`config.mk`:
```
export PLATFORM = sky130hd
export DESIGN_NAME = costas_lpf_sched_flat
export DESIGN_NICKNAME = d
export VERILOG_FILES = /design/src/rtl/costas_pkg.sv /design/src/rtl/costas_lpf_sched_if.sv /design/src/rtl/costas_tag_fifo.sv /design/src/rtl/costas_lpf_sched.sv /design/src/flat_wrapper.sv
export SDC_FILE = /design/constraint.sdc
export NUM_CORES = 1
export LEC_CHECK = 0
export ABC_AREA = 0
export ABC_CLOCK_PERIOD_IN_PS = 1880
export CORE_UTILIZATION = 39
export CTS_CLUSTER_DIAMETER = 80
export CTS_CLUSTER_SIZE = 16
export DETAILED_ROUTE_END_ITERATION = 8
export PLACE_DENSITY_LB_ADDON = 0.15
export SETUP_SLACK_MARGIN = 0.02
export SYNTH_ARGS = -nofsm -noshare
export SYNTH_HDL_FRONTEND = slang
export SYNTH_HIERARCHICAL = 1
export SYNTH_SLANG_ARGS = --single-unit
```
`constraint.sdc`:
```
create_clock -name i_clk -period 1.88 [get_ports i_clk]
set_input_delay 0.376 -clock i_clk [delete_from_list [all_inputs] [get_ports i_clk]]
set_output_delay 0.376 -clock i_clk [all_outputs]
set_load 0.1 [all_outputs]
```
`src/rtl/costas_pkg.sv`:
```
// rtl/costas_pkg.sv - shared types and default widths for the Costas LPF scheduler
package costas_pkg;

    localparam int DW_DEF        = 16;
    localparam int AW_DEF        = 36;
    localparam int SHIFT_DEF     = 20;
    localparam int TAG_DEPTH_DEF = 4;

    typedef enum logic {
        CH_I = 1'b0,
        CH_Q = 1'b1
    } ch_e;

    typedef enum logic {
        ST_ARB   = 1'b0,
        ST_ISSUE = 1'b1
    } state_e;

endpackage

```
`src/rtl/costas_lpf_sched_if.sv`:
```
// rtl/costas_lpf_sched_if.sv - arm, engine and status signals of the LPF scheduler
interface costas_lpf_sched_if
    import costas_pkg::*;
#(
    parameter int DW = DW_DEF,
    parameter int AW = AW_DEF
);
    logic [DW-1:0] i_din;
    logic          i_nd;
    logic [DW-1:0] q_din;
    logic          q_nd;
    logic          ovf_clr;
    logic [DW-1:0] fir_din;
    logic          fir_ch;
    logic          fir_nd;
    logic          fir_rfd;
    logic [AW-1:0] fir_dout;
    logic          fir_rdy;
    logic [DW-1:0] i_dout;
    logic [DW-1:0] q_dout;
    logic          i_vld;
    logic          q_vld;
    logic [1:0]    ovf;
    logic          err;

    modport slave (
        input  i_din, i_nd, q_din, q_nd, ovf_clr, fir_rfd, fir_dout, fir_rdy,
        output fir_din, fir_ch, fir_nd, i_dout, q_dout, i_vld, q_vld, ovf, err
    );

    modport master (
        output i_din, i_nd, q_din, q_nd, ovf_clr, fir_rfd, fir_dout, fir_rdy,
        input  fir_din, fir_ch, fir_nd, i_dout, q_dout, i_vld, q_vld, ovf, err
    );

endinterface

```
`src/rtl/costas_tag_fifo.sv`:
```
// rtl/costas_tag_fifo.sv - 1-bit channel tag FIFO tracking in-flight engine results
module costas_tag_fifo #(
    parameter int DEPTH = 4
) (
    input  logic i_clk,
    input  logic i_rst_n,
    input  logic i_push,
    input  logic i_din,
    input  logic i_pop,
    output logic o_dout,
    output logic o_full,
    output logic o_empty
);
    localparam int PW = $clog2(DEPTH);

    logic [DEPTH-1:0] r_mem;
    logic [PW:0]      r_wptr;
    logic [PW:0]      r_rptr;
    logic             w_wr;
    logic             w_rd;

    assign w_wr    = i_push && !o_full;
    assign w_rd    = i_pop && !o_empty;
    assign o_empty = (r_wptr == r_rptr);
    assign o_full  = (r_wptr[PW] != r_rptr[PW]) && (r_wptr[PW-1:0] == r_rptr[PW-1:0]);
    assign o_dout  = r_mem[r_rptr[PW-1:0]];

    // Storage and pointers; an extra pointer bit separates full from empty
    always_ff @(posedge i_clk or negedge i_rst_n) begin
        if (!i_rst_n) begin
            r_mem  <= '0;
            r_wptr <= '0;
            r_rptr <= '0;
        end else begin
            if (w_wr) begin
                r_mem[r_wptr[PW-1:0]] <= i_din;
                r_wptr                <= r_wptr + 1'b1;
            end
            if (w_rd) begin
                r_rptr <= r_rptr + 1'b1;
            end
        end
    end

endmodule

```
`src/rtl/costas_lpf_sched.sv`:
```
// rtl/costas_lpf_sched.sv - I/Q round-robin scheduler for a shared FIR LPF (option: COSTAS_LPF_ROUND_EN)
module costas_lpf_sched
    import costas_pkg::*;
#(
    parameter int DW        = DW_DEF,
    parameter int AW        = AW_DEF,
    parameter int SHIFT     = SHIFT_DEF,
    parameter int TAG_DEPTH = TAG_DEPTH_DEF
) (
    input  logic         i_clk,
    input  logic         i_rst_n,
    costas_lpf_sched_if.slave bus
);
    state_e        r_state;
    state_e        w_state_nxt;
    logic          w_grant;
    ch_e           w_grant_ch;
    ch_e           r_rr_next;
    ch_e           r_fir_ch;
    logic [DW-1:0] r_fir_din;
    logic [DW-1:0] r_hold_i;
    logic [DW-1:0] r_hold_q;
    logic          r_full_i;
    logic          r_full_q;
    logic          w_take_i;
    logic          w_take_q;
    logic [1:0]    r_ovf;
    logic          r_err;
    logic [1:0]    w_ovf_evt;
    logic          w_push;
    logic          w_pop;
    logic          w_orphan;
    logic          w_head;
    logic          w_fifo_full;
    logic          w_fifo_empty;
    logic          w_res_vld;
    logic          w_res_ch;
    logic [DW-1:0] w_res_data;
    logic [DW-1:0] r_i_dout;
    logic [DW-1:0] r_q_dout;
    logic          r_i_vld;
    logic          r_q_vld;

    assign w_take_i  = w_grant && (w_grant_ch == CH_I);
    assign w_take_q  = w_grant && (w_grant_ch == CH_Q);
    assign w_push    = (r_state == ST_ISSUE) && bus.fir_rfd;
    assign w_pop     = bus.fir_rdy && !w_fifo_empty;
    assign w_orphan  = bus.fir_rdy && w_fifo_empty;
    // A sample arriving while its arm is being granted simply refills the slot
    assign w_ovf_evt = {bus.q_nd && r_full_q && !w_take_q,
                        bus.i_nd && r_full_i && !w_take_i};

    assign bus.fir_nd  = (r_state == ST_ISSUE);
    assign bus.fir_din = r_fir_din;
    assign bus.fir_ch  = r_fir_ch;
    assign bus.i_dout  = r_i_dout;
    assign bus.q_dout  = r_q_dout;
    assign bus.i_vld   = r_i_vld;
    assign bus.q_vld   = r_q_vld;
    assign bus.ovf     = r_ovf;
    assign bus.err     = r_err;

    costas_tag_fifo #(.DEPTH(TAG_DEPTH)) u_tag_fifo (
        .i_clk   (i_clk),
        .i_rst_n (i_rst_n),
        .i_push  (w_push),
        .i_din   (r_fir_ch),
        .i_pop   (w_pop),
        .o_dout  (w_head),
        .o_full  (w_fifo_full),
        .o_empty (w_fifo_empty)
    );

    // FSM state register
    always_ff @(posedge i_clk or negedge i_rst_n) begin
        if (!i_rst_n) r_state <= ST_ARB;
        else          r_state <= w_state_nxt;
    end

    // Arbitration: grant only when a tag slot is free for the result
    always_comb begin
        w_state_nxt = r_state;
        w_grant     = 1'b0;
        w_grant_ch  = CH_I;
        case (r_state)
            ST_ARB: begin
                if ((r_full_i || r_full_q) && !w_fifo_full) begin
                    w_grant     = 1'b1;
                    w_state_nxt = ST_ISSUE;
                    if (r_full_i && r_full_q) w_grant_ch = r_rr_next;
                    else if (r_full_q)        w_grant_ch = CH_Q;
                end
            end
            ST_ISSUE: begin
                if (bus.fir_rfd) w_state_nxt = ST_ARB;
            end
            default: w_state_nxt = ST_ARB;
        endcase
    end

    // Per-arm holding registers with full flags
    always_ff @(posedge i_clk or negedge i_rst_n) begin
        if (!i_rst_n) begin
            r_hold_i <= '0;
            r_hold_q <= '0;
            r_full_i <= 1'b0;
            r_full_q <= 1'b0;
        end else begin
            if (bus.i_nd) begin
                r_hold_i <= bus.i_din;
                r_full_i <= 1'b1;
            end else if (w_take_i) begin
                r_full_i <= 1'b0;
            end
            if (bus.q_nd) begin
                r_hold_q <= bus.q_din;
                r_full_q <= 1'b1;
            end else if (w_take_q) begin
                r_full_q <= 1'b0;
            end
        end
    end

    // Capture the granted sample for the engine and advance the round-robin pointer
    always_ff @(posedge i_clk or negedge i_rst_n) begin
        if (!i_rst_n) begin
            r_fir_din <= '0;
            r_fir_ch  <= CH_I;
            r_rr_next <= CH_I;
        end else if (w_grant) begin
            r_fir_din <= (w_grant_ch == CH_Q) ? r_hold_q : r_hold_i;
            r_fir_ch  <= w_grant_ch;
            r_rr_next <= (w_grant_ch == CH_I) ? CH_Q : CH_I;
        end
    end

    // Sticky flags; a new event beats a simultaneous clear
    always_ff @(posedge i_clk or negedge i_rst_n) begin
        if (!i_rst_n) begin
            r_ovf <= '0;
            r_err <= 1'b0;
        end else begin
            r_ovf <= (bus.ovf_clr ? 2'b00 : r_ovf) | w_ovf_evt;
            r_err <= (bus.ovf_clr ? 1'b0 : r_err) | w_orphan;
        end
    end

`ifdef COSTAS_LPF_ROUND_EN
    localparam logic signed [AW:0] RND     = {{AW{1'b0}}, 1'b1} << (SHIFT - 1);
    localparam logic signed [AW:0] SAT_MAX = (AW + 1)'((1 << (DW - 1)) - 1);
    localparam logic signed [AW:0] SAT_MIN = ~SAT_MAX;

    logic signed [AW:0] w_rnd_sum;
    logic signed [AW:0] w_rnd_shr;
    logic [DW-1:0]      w_sat;
    logic [DW-1:0]      r_p_data;
    logic               r_p_vld;
    logic               r_p_ch;

    // One extra bit of headroom so the rounding add cannot wrap
    assign w_rnd_sum = $signed({bus.fir_dout[AW-1], bus.fir_dout}) + RND;
    assign w_rnd_shr = w_rnd_sum >>> SHIFT;

    // Clamp the rounded value to the signed output range
    always_comb begin
        w_sat = DW'(w_rnd_shr);
        if (w_rnd_shr > SAT_MAX)      w_sat = DW'(SAT_MAX);
        else if (w_rnd_shr < SAT_MIN) w_sat = DW'(SAT_MIN);
    end

    // Rounding pipeline stage
    always_ff @(posedge i_clk or negedge i_rst_n) begin
        if (!i_rst_n) begin
            r_p_data <= '0;
            r_p_vld  <= 1'b0;
            r_p_ch   <= 1'b0;
        end else begin
            r_p_data <= w_sat;
            r_p_vld  <= w_pop;
            r_p_ch   <= w_head;
        end
    end

    assign w_res_vld  = r_p_vld;
    assign w_res_ch   = r_p_ch;
    assign w_res_data = r_p_data;
`else
    assign w_res_vld  = w_pop;
    assign w_res_ch   = w_head;
    assign w_res_data = DW'(bus.fir_dout >> SHIFT);
`endif

    // Route each result to its arm and strobe that arm for one cycle
    always_ff @(posedge i_clk or negedge i_rst_n) begin
        if (!i_rst_n) begin
            r_i_dout <= '0;
            r_q_dout <= '0;
            r_i_vld  <= 1'b0;
            r_q_vld  <= 1'b0;
        end else begin
            r_i_vld <= w_res_vld && (w_res_ch == CH_I);
            r_q_vld <= w_res_vld && (w_res_ch == CH_Q);
            if (w_res_vld && (w_res_ch == CH_I)) r_i_dout <= w_res_data;
            if (w_res_vld && (w_res_ch == CH_Q)) r_q_dout <= w_res_data;
        end
    end

endmodule

```
`src/flat_wrapper.sv`:
```
// flat-port wrapper written by rule: the top's interface ports become plain ports
module costas_lpf_sched_flat import costas_pkg::*;
#(
    parameter int DW        = DW_DEF,
    parameter int AW        = AW_DEF,
    parameter int SHIFT     = SHIFT_DEF,
    parameter int TAG_DEPTH = TAG_DEPTH_DEF
)
  (i_clk, i_rst_n, bus_i_din, bus_i_nd, bus_q_din, bus_q_nd, bus_ovf_clr, bus_fir_rfd, bus_fir_dout, bus_fir_rdy, bus_fir_din, bus_fir_ch, bus_fir_nd, bus_i_dout, bus_q_dout, bus_i_vld, bus_q_vld, bus_ovf, bus_err);
  costas_lpf_sched_if #(.DW(DW), .AW(AW)) bus_i ();
  input  logic i_clk;
  input  logic i_rst_n;
  input wire logic [$bits(bus_i.i_din)-1:0] bus_i_din;
  input wire logic [$bits(bus_i.i_nd)-1:0] bus_i_nd;
  input wire logic [$bits(bus_i.q_din)-1:0] bus_q_din;
  input wire logic [$bits(bus_i.q_nd)-1:0] bus_q_nd;
  input wire logic [$bits(bus_i.ovf_clr)-1:0] bus_ovf_clr;
  input wire logic [$bits(bus_i.fir_rfd)-1:0] bus_fir_rfd;
  input wire logic [$bits(bus_i.fir_dout)-1:0] bus_fir_dout;
  input wire logic [$bits(bus_i.fir_rdy)-1:0] bus_fir_rdy;
  output wire logic [$bits(bus_i.fir_din)-1:0] bus_fir_din;
  output wire logic [$bits(bus_i.fir_ch)-1:0] bus_fir_ch;
  output wire logic [$bits(bus_i.fir_nd)-1:0] bus_fir_nd;
  output wire logic [$bits(bus_i.i_dout)-1:0] bus_i_dout;
  output wire logic [$bits(bus_i.q_dout)-1:0] bus_q_dout;
  output wire logic [$bits(bus_i.i_vld)-1:0] bus_i_vld;
  output wire logic [$bits(bus_i.q_vld)-1:0] bus_q_vld;
  output wire logic [$bits(bus_i.ovf)-1:0] bus_ovf;
  output wire logic [$bits(bus_i.err)-1:0] bus_err;
  assign bus_i.i_din = bus_i_din;
  assign bus_i.i_nd = bus_i_nd;
  assign bus_i.q_din = bus_q_din;
  assign bus_i.q_nd = bus_q_nd;
  assign bus_i.ovf_clr = bus_ovf_clr;
  assign bus_i.fir_rfd = bus_fir_rfd;
  assign bus_i.fir_dout = bus_fir_dout;
  assign bus_i.fir_rdy = bus_fir_rdy;
  assign bus_fir_din = bus_i.fir_din;
  assign bus_fir_ch = bus_i.fir_ch;
  assign bus_fir_nd = bus_i.fir_nd;
  assign bus_i_dout = bus_i.i_dout;
  assign bus_q_dout = bus_i.q_dout;
  assign bus_i_vld = bus_i.i_vld;
  assign bus_q_vld = bus_i.q_vld;
  assign bus_ovf = bus_i.ovf;
  assign bus_err = bus_i.err;
  costas_lpf_sched #(.DW(DW), .AW(AW), .SHIFT(SHIFT), .TAG_DEPTH(TAG_DEPTH)) u_core (.i_clk(i_clk), .i_rst_n(i_rst_n), .bus(bus_i));
endmodule
```
# Word-level counts from Yosys, hierarchy flattened
# Index checks and enable logic that the tools add are counted.
[word_totals]
mem_bits_rw = 0
out_inout_bits = 55
regBits = 100
latch_bits = 0
in_bits = 75
elab_cells = 75
rom_bits = 0
mem_count = 0
[op_classes]
n_mul = 0
n_mux = 21
shift = 0
bitwise_logic = 5
order_cmp = 3
addsub = 2
n_reduce_logical = 24
n_div = 0
n_eq_ne = 3
[op_table]
columns = ["op", "n"]
rows = [
  ["$logic_and A1 B1 Y1", 17],
  ["$mux W16", 1],
  ["$mux W1", 15],
  ["$add A3 B1 Y3 const B", 2],
  ["$lt A2 B3 Y1 const B", 2],
  ["$bwmux W4", 1],
  ["$logic_not A1 Y1", 4],
  ["$reduce_bool A2 Y1", 2],
  ["$eq A3 B3 Y1", 1],
  ["$not A1 Y1", 3],
  ["$bmux W1 S2", 1],
  ["$demux W1 S2", 1],
  ["$eq A2 B2 Y1", 1],
  ["$ge A2 B1 Y1 const B", 1],
  ["$mux W2", 1],
  ["$or A2 B2 Y2", 1],
  ["$pmux W1 S2", 1],
  ["$logic_or A1 B1 Y1", 1],
  ["$ne A1 B1 Y1", 1],
  ["$or A1 B1 Y1", 1],
]

# Longest topological paths before layout
[depth]
ltp_word = 11
depth_mapped = 8
mapped_depth_nobuf = 5

# By module
# Netlist, hierarchy kept.
[modules_own_cells]
columns = ["mod", "cells_per_inst", "instances", "area_per_inst_um2", "seq_area_each_um2"]
rows = [
  ["costas_lpf_sched", 278, 1, 3609.7, 2252.2],
  ["costas_tag_fifo", 57, 1, 646.9, 250.2],
]

# Worst setup path after synthesis
# No wires, ideal clock.
[synth_path]
path_type = "register to register"
start = "register u_core.r_state (netlist: u_core/bus.fir_nd)"
end = "register u_core.u_tag_fifo.r_mem[3]"
path_stages_with_launch = 6
period_less_slack_ps = 2149
path_buffers = 1
path_slack_ps = -269
arrival_ps = 2021
required_ps = 1751
setup_time_ps = 129
cell_sequence = "dfrtp_1 and2_1 buf_1 nand2_1 a31oi_2 mux2_1"
[synth_via]
elab_chain_len = 2
[synth_lines]
columns = ["element", "line_no", "source"]
rows = [
  ["start: declaration", "costas_lpf_sched.sv:14", "state_e r_state;"],
  ["start signal: assignment", "costas_lpf_sched.sv:77", "else r_state <= w_state_nxt;"],
  ["$logic_and A1 B1 Y1", "costas_lpf_sched.sv:46", "assign w_push = (r_state == ST_ISSUE) && bus.fir_rfd;"],
  ["via u_core.w_push", "costas_lpf_sched.sv:30", "logic w_push;"],
  ["$logic_and A1 B1 Y1", "costas_tag_fifo.sv:22", "assign w_wr = i_push && !o_full;"],
  ["end signal: indexed assignment", "costas_tag_fifo.sv:36", "r_mem[r_wptr[PW-1:0]] <= i_din;"],
  ["end: declaration", "costas_tag_fifo.sv:16", "logic [DEPTH-1:0] r_mem;"],
]
# The timed path passes the listed nets, and every way through them passes these cells.
# A chain may end at the register's enable or synchronous reset.

# Final worst setup path
[layout_path]
start = "register u_core.u_tag_fifo.r_wptr[1]"
end = "register u_core.r_i_dout[11] (netlist: u_core/bus.i_dout[11])"
[layout_via]
elab_chain_len = 4
[layout_lines]
columns = ["element", "line_no", "source"]
rows = [
  ["start: declaration", "costas_tag_fifo.sv:17", "logic [PW:0] r_wptr;"],
  ["start signal: assignment", "costas_tag_fifo.sv:37", "r_wptr <= r_wptr + 1'b1;"],
  ["$eq A3 B3 Y1", "costas_tag_fifo.sv:24", "assign o_empty = (r_wptr == r_rptr);"],
  ["via u_core.w_fifo_empty", "costas_lpf_sched.sv:35", "logic w_fifo_empty;"],
  ["$logic_not A1 Y1", "costas_lpf_sched.sv:47", "assign w_pop = bus.fir_rdy && !w_fifo_empty;"],
  ["$logic_and A1 B1 Y1", "costas_lpf_sched.sv:47", ""],
  ["via u_core.w_pop", "costas_lpf_sched.sv:31", "logic w_pop;"],
  ["$logic_and A1 B1 Y1", "costas_lpf_sched.sv:203", "if (w_res_vld && (w_res_ch == CH_I)) r_i_dout <= w_res_data;"],
  ["end signal: assignment", "costas_lpf_sched.sv:203", ""],
  ["end: declaration", "costas_lpf_sched.sv:39", "logic [DW-1:0] r_i_dout;"],
]
# The timed path passes the listed nets, and every way through them passes these cells.

==> summary by stage <==
Outcome
The run finished with clean final reports.

CTS
The CTS clock-pin slew for the worst setup and hold paths is 100 ps. The H-tree depth is 3. In this run, CTS created clock tree buffers numbering 9. The TritonCTS sink count is 100.

The root buffer selected by CTS is sky130_fd_sc_hd__clkbuf_8. TritonCTS built the clock tree. The buffer levels on the longest clock path is 2. The clock latency of the later-clocked register in the worst-skew pair is 370 ps.

Route
The via-per-instance ratio is slightly above 5. The detailed-routing iteration count for the pre-antenna-repair pass is 4. The number of nets still failing antenna checks after routing is 0.

The detail-routed net length per standard cell is 15.5 µm. The DRC violation count after routing is 0. The count of vias placed by the detailed router is a little over 3000.

The detailed-route wire length is roughly 9.4 mm. The detailed router finished its first iteration with 121 violations.

Synthesis
The cell area after synthesis is 4260 µm². The count of state elements after synthesis is 100. Sorting the synthesized cells by how often they occur yields 100 x sky130_fd_sc_hd__dfrtp_1, 48 x sky130_fd_sc_hd__mux2_2, 33 x sky130_fd_sc_hd__o21ai_0.

Counting flops with a built-in enable in the synthesized netlist gives 0. The mean instance size in the synthesized netlist is 12.7 µm². The share of synthesized area in the top cell type comes to 0.588.

The part of the Yosys area used for sequential elements is 0.588. The Yosys warning count is 6. The largest area contributor in the netlist is sky130_fd_sc_hd__dfrtp_1. The most common flop cell mapped by yosys is sky130_fd_sc_hd__dfrtp_1. When the netlist entered floorplanning its net count stood at 415.

After technology mapping, the gate count stands at between 300 and 400. The async set or reset register ratio after synthesis is 1.00. sky130_fd_sc_hd__dfrtp_1 is the most common cell in the netlist. The number of distinct library cells after synthesis is 48.

By area the synthesized netlist is led by sky130_fd_sc_hd__dfrtp_1 59%, sky130_fd_sc_hd__mux2_2 13%, sky130_fd_sc_hd__o21ai_0 3.9%.

Setup path
The beginning of the worst register-to-register path is u_core/u_tag_fifo/r_wptr[1]. Data on the critical path is required at its endpoint by roughly 2100 ps. The critical path arrival is slightly above 2000 ps. STA classifies the critical path startpoint as a flop. The critical path is of the reg -> reg type. The number of cells on the worst reg-to-reg path is 6.

STA classifies the critical path endpoint as a flop. Of all nets on the critical path, the largest fanout is 9. The slack of the worst reg-to-reg path is around 72 ps.

The capture instance of the worst register-to-register path is u_core/bus.i_dout[11].

GRT
Entering global routing, the biggest net connects 43 pins. Across every metal layer, demand over resource in global routing totals 0.175. The remaining global-route overflow is 0.

The wire length of the first global-routing pass is about 16 mm. The number of antenna violations at the first check in global routing is 0. The via count of the first global-routing pass is 3072.

STA
The shortest clock period the worst path allows after layout is 1810 ps. For the pin with the worst max-slew slack, the measured transition is 1070 ps. The relative slew slack is 0.283. Based on the critical path, the design can be clocked at up to around 550 MHz. The worst hold margin is 478 ps.

The portion of the clock cycle consumed by the worst path in the final layout is 0.962. Setup repair after global routing could not meet its margin everywhere. Between clock sinks in the finished design, the worst skew comes to ~9.8 ps. Setup violations remaining at the end of the flow were counted as 0. For the final routed database, the setup TNS stands at 0 ps. The count of final max-slew check failures came to 0. The number of hold-slack violations in the final timing report is 0.

Cells and area
For this run, the post-layout net count is between 500 and 600. For this run, the share of the core covered by cells in the final layout is 0.569. The proportion of layout cells with a drive suffix above 1 is 0.357. The area growth from synthesis to layout is 39.9%. The number of antenna diodes in the final layout is 0.

Floorplanning
In this run the count of I/O pins placed on the die edge is 130. The die width is about 110 µm. The area of the core is between 10000 and 15000 µm². The die is about 110 µm tall. The effective utilization at floorplan is 0.407. The die covers about 11000 µm². The total number of placement rows is 37.

Worst hold path
The min-delay analysis places its worst path in the category in -> async.

Run
The number of max-cap violations is 0.

Placement
Routability-driven placement finished with a final weighted congestion of between 0.7 and 0.8. The half-perimeter wire length after placement is roughly 6.8 mm. The count of buffers from port buffering is ~110.
## sequential cells by signal (all words and copies together) (netlist names), 2 cells and up
register                  flops
u_core/bus.fir_din           16
u_core/bus.i_dout            16
u_core/bus.ovf                2
u_core/bus.q_dout            16
u_core/r_hold_i              16
u_core/r_hold_q              16
u_core/u_tag_fifo/r_mem       4
u_core/u_tag_fifo/r_rptr      3
u_core/u_tag_fifo/r_wptr      3
## per-stage QoR
stage          setup WS [ps]  instance area (µm²)  std cells
2_1_floorplan          -32.4                 4360        335
6_report                72.2                 5960        604
3_3_place_gp            13.8                 5740        586
3_5_place_dp            9.69                 5740        586
5_1_grt                 11.7                 5960        604
4_1_cts                 61.3                 5950        603
## worst max path at each step
stage	cells past startpoint	slack [ps]	endpoint	startpoint
after floorplan	7	-30	u_core/bus.q_dout[10]	u_core/u_tag_fifo/r_wptr[2]
after global placement	5	10	u_core/bus.i_dout[14]	bus_fir_rdy
after detailed placement	5	10	u_core/bus.i_dout[13]	bus_fir_rdy
after CTS	6	60	u_core/bus.i_dout[11]	u_core/u_tag_fifo/r_wptr[1]
after global routing	6	10	u_core/bus.i_dout[11]	u_core/u_tag_fifo/r_wptr[2]
final	6	70	u_core/bus.i_dout[11]	u_core/u_tag_fifo/r_wptr[1]
## layout by cell type (no fill, tap or decap), types with 3 or more instances in the layout
cell type and count:
sky130_fd_sc_hd__a21o_1 3, sky130_fd_sc_hd__a31oi_1 5, sky130_fd_sc_hd__buf_12 19, sky130_fd_sc_hd__buf_4 66, sky130_fd_sc_hd__clkbuf_8 10, sky130_fd_sc_hd__clkdlybuf4s50_1 53
sky130_fd_sc_hd__dfrtp_1 97, sky130_fd_sc_hd__dfrtp_2 3, sky130_fd_sc_hd__ha_1 5, sky130_fd_sc_hd__inv_1 23, sky130_fd_sc_hd__mux2_1 5, sky130_fd_sc_hd__mux2_2 39
sky130_fd_sc_hd__mux2_4 9, sky130_fd_sc_hd__nand2_1 23, sky130_fd_sc_hd__nand4_1 16, sky130_fd_sc_hd__o21ai_0 24, sky130_fd_sc_hd__o21ai_1 11, sky130_fd_sc_hd__o311ai_1 16
## cell type report
type / count / area (µm²)
timing repair buffer: 139 / 1420
tap: 136 / 170
clock buffer: 10 / 138
fill: 896 / 4510
inverter: 23 / 86.3
sequential: 100 / 2510
multi-input combinational: 190 / 1590
clock inverter: 6 / 53.8
## cell families after synthesis
group	after synthesis	share of synthesized area
AND/OR/NAND/NOR	54	0.0670
buffers and inverters	45	0.0561
adder cells (fa/ha/maj)	5	0.0147
XOR/XNOR	7	0.0197
flip-flops	100	0.588
AO/OA/AOI/OAI	70	0.109
multiplexers	54	0.146
## routing by layer
metal,wire [µm],track usage,up-vias,part of all wire
met5,0,0,-,0
met4,157,0.0626,0,0.017
met3,515,0.0343,14,0.055
met2,4320,0.267,94,0.46
met1,4390,0.248,1508,0.47
li1,-,-,1458,-
## what timing repair did
| action | 4_1_cts | 5_1_grt |
|---|---|---|
| setup buffers | 0 | 1 |
| endpoints found under the setup margin | 11 | 8 |
| resized for setup | 1 | 1 |
| hold buffers | 1 | 0 |
| hold endpoints to repair | 30 | 0 |
## critical path: stages (launching register included)
cell                      delay [ps]
sky130_fd_sc_hd__dfrtp_1         500
sky130_fd_sc_hd__xor2_2          220
sky130_fd_sc_hd__nor3_2          240
sky130_fd_sc_hd__nor2b_2          80
sky130_fd_sc_hd__nor2b_2         160
sky130_fd_sc_hd__buf_4           190
sky130_fd_sc_hd__mux2_4          310
Power is not shown: default switching activity piles up to over one toggle a cycle in this logic, so the estimate is an artifact.
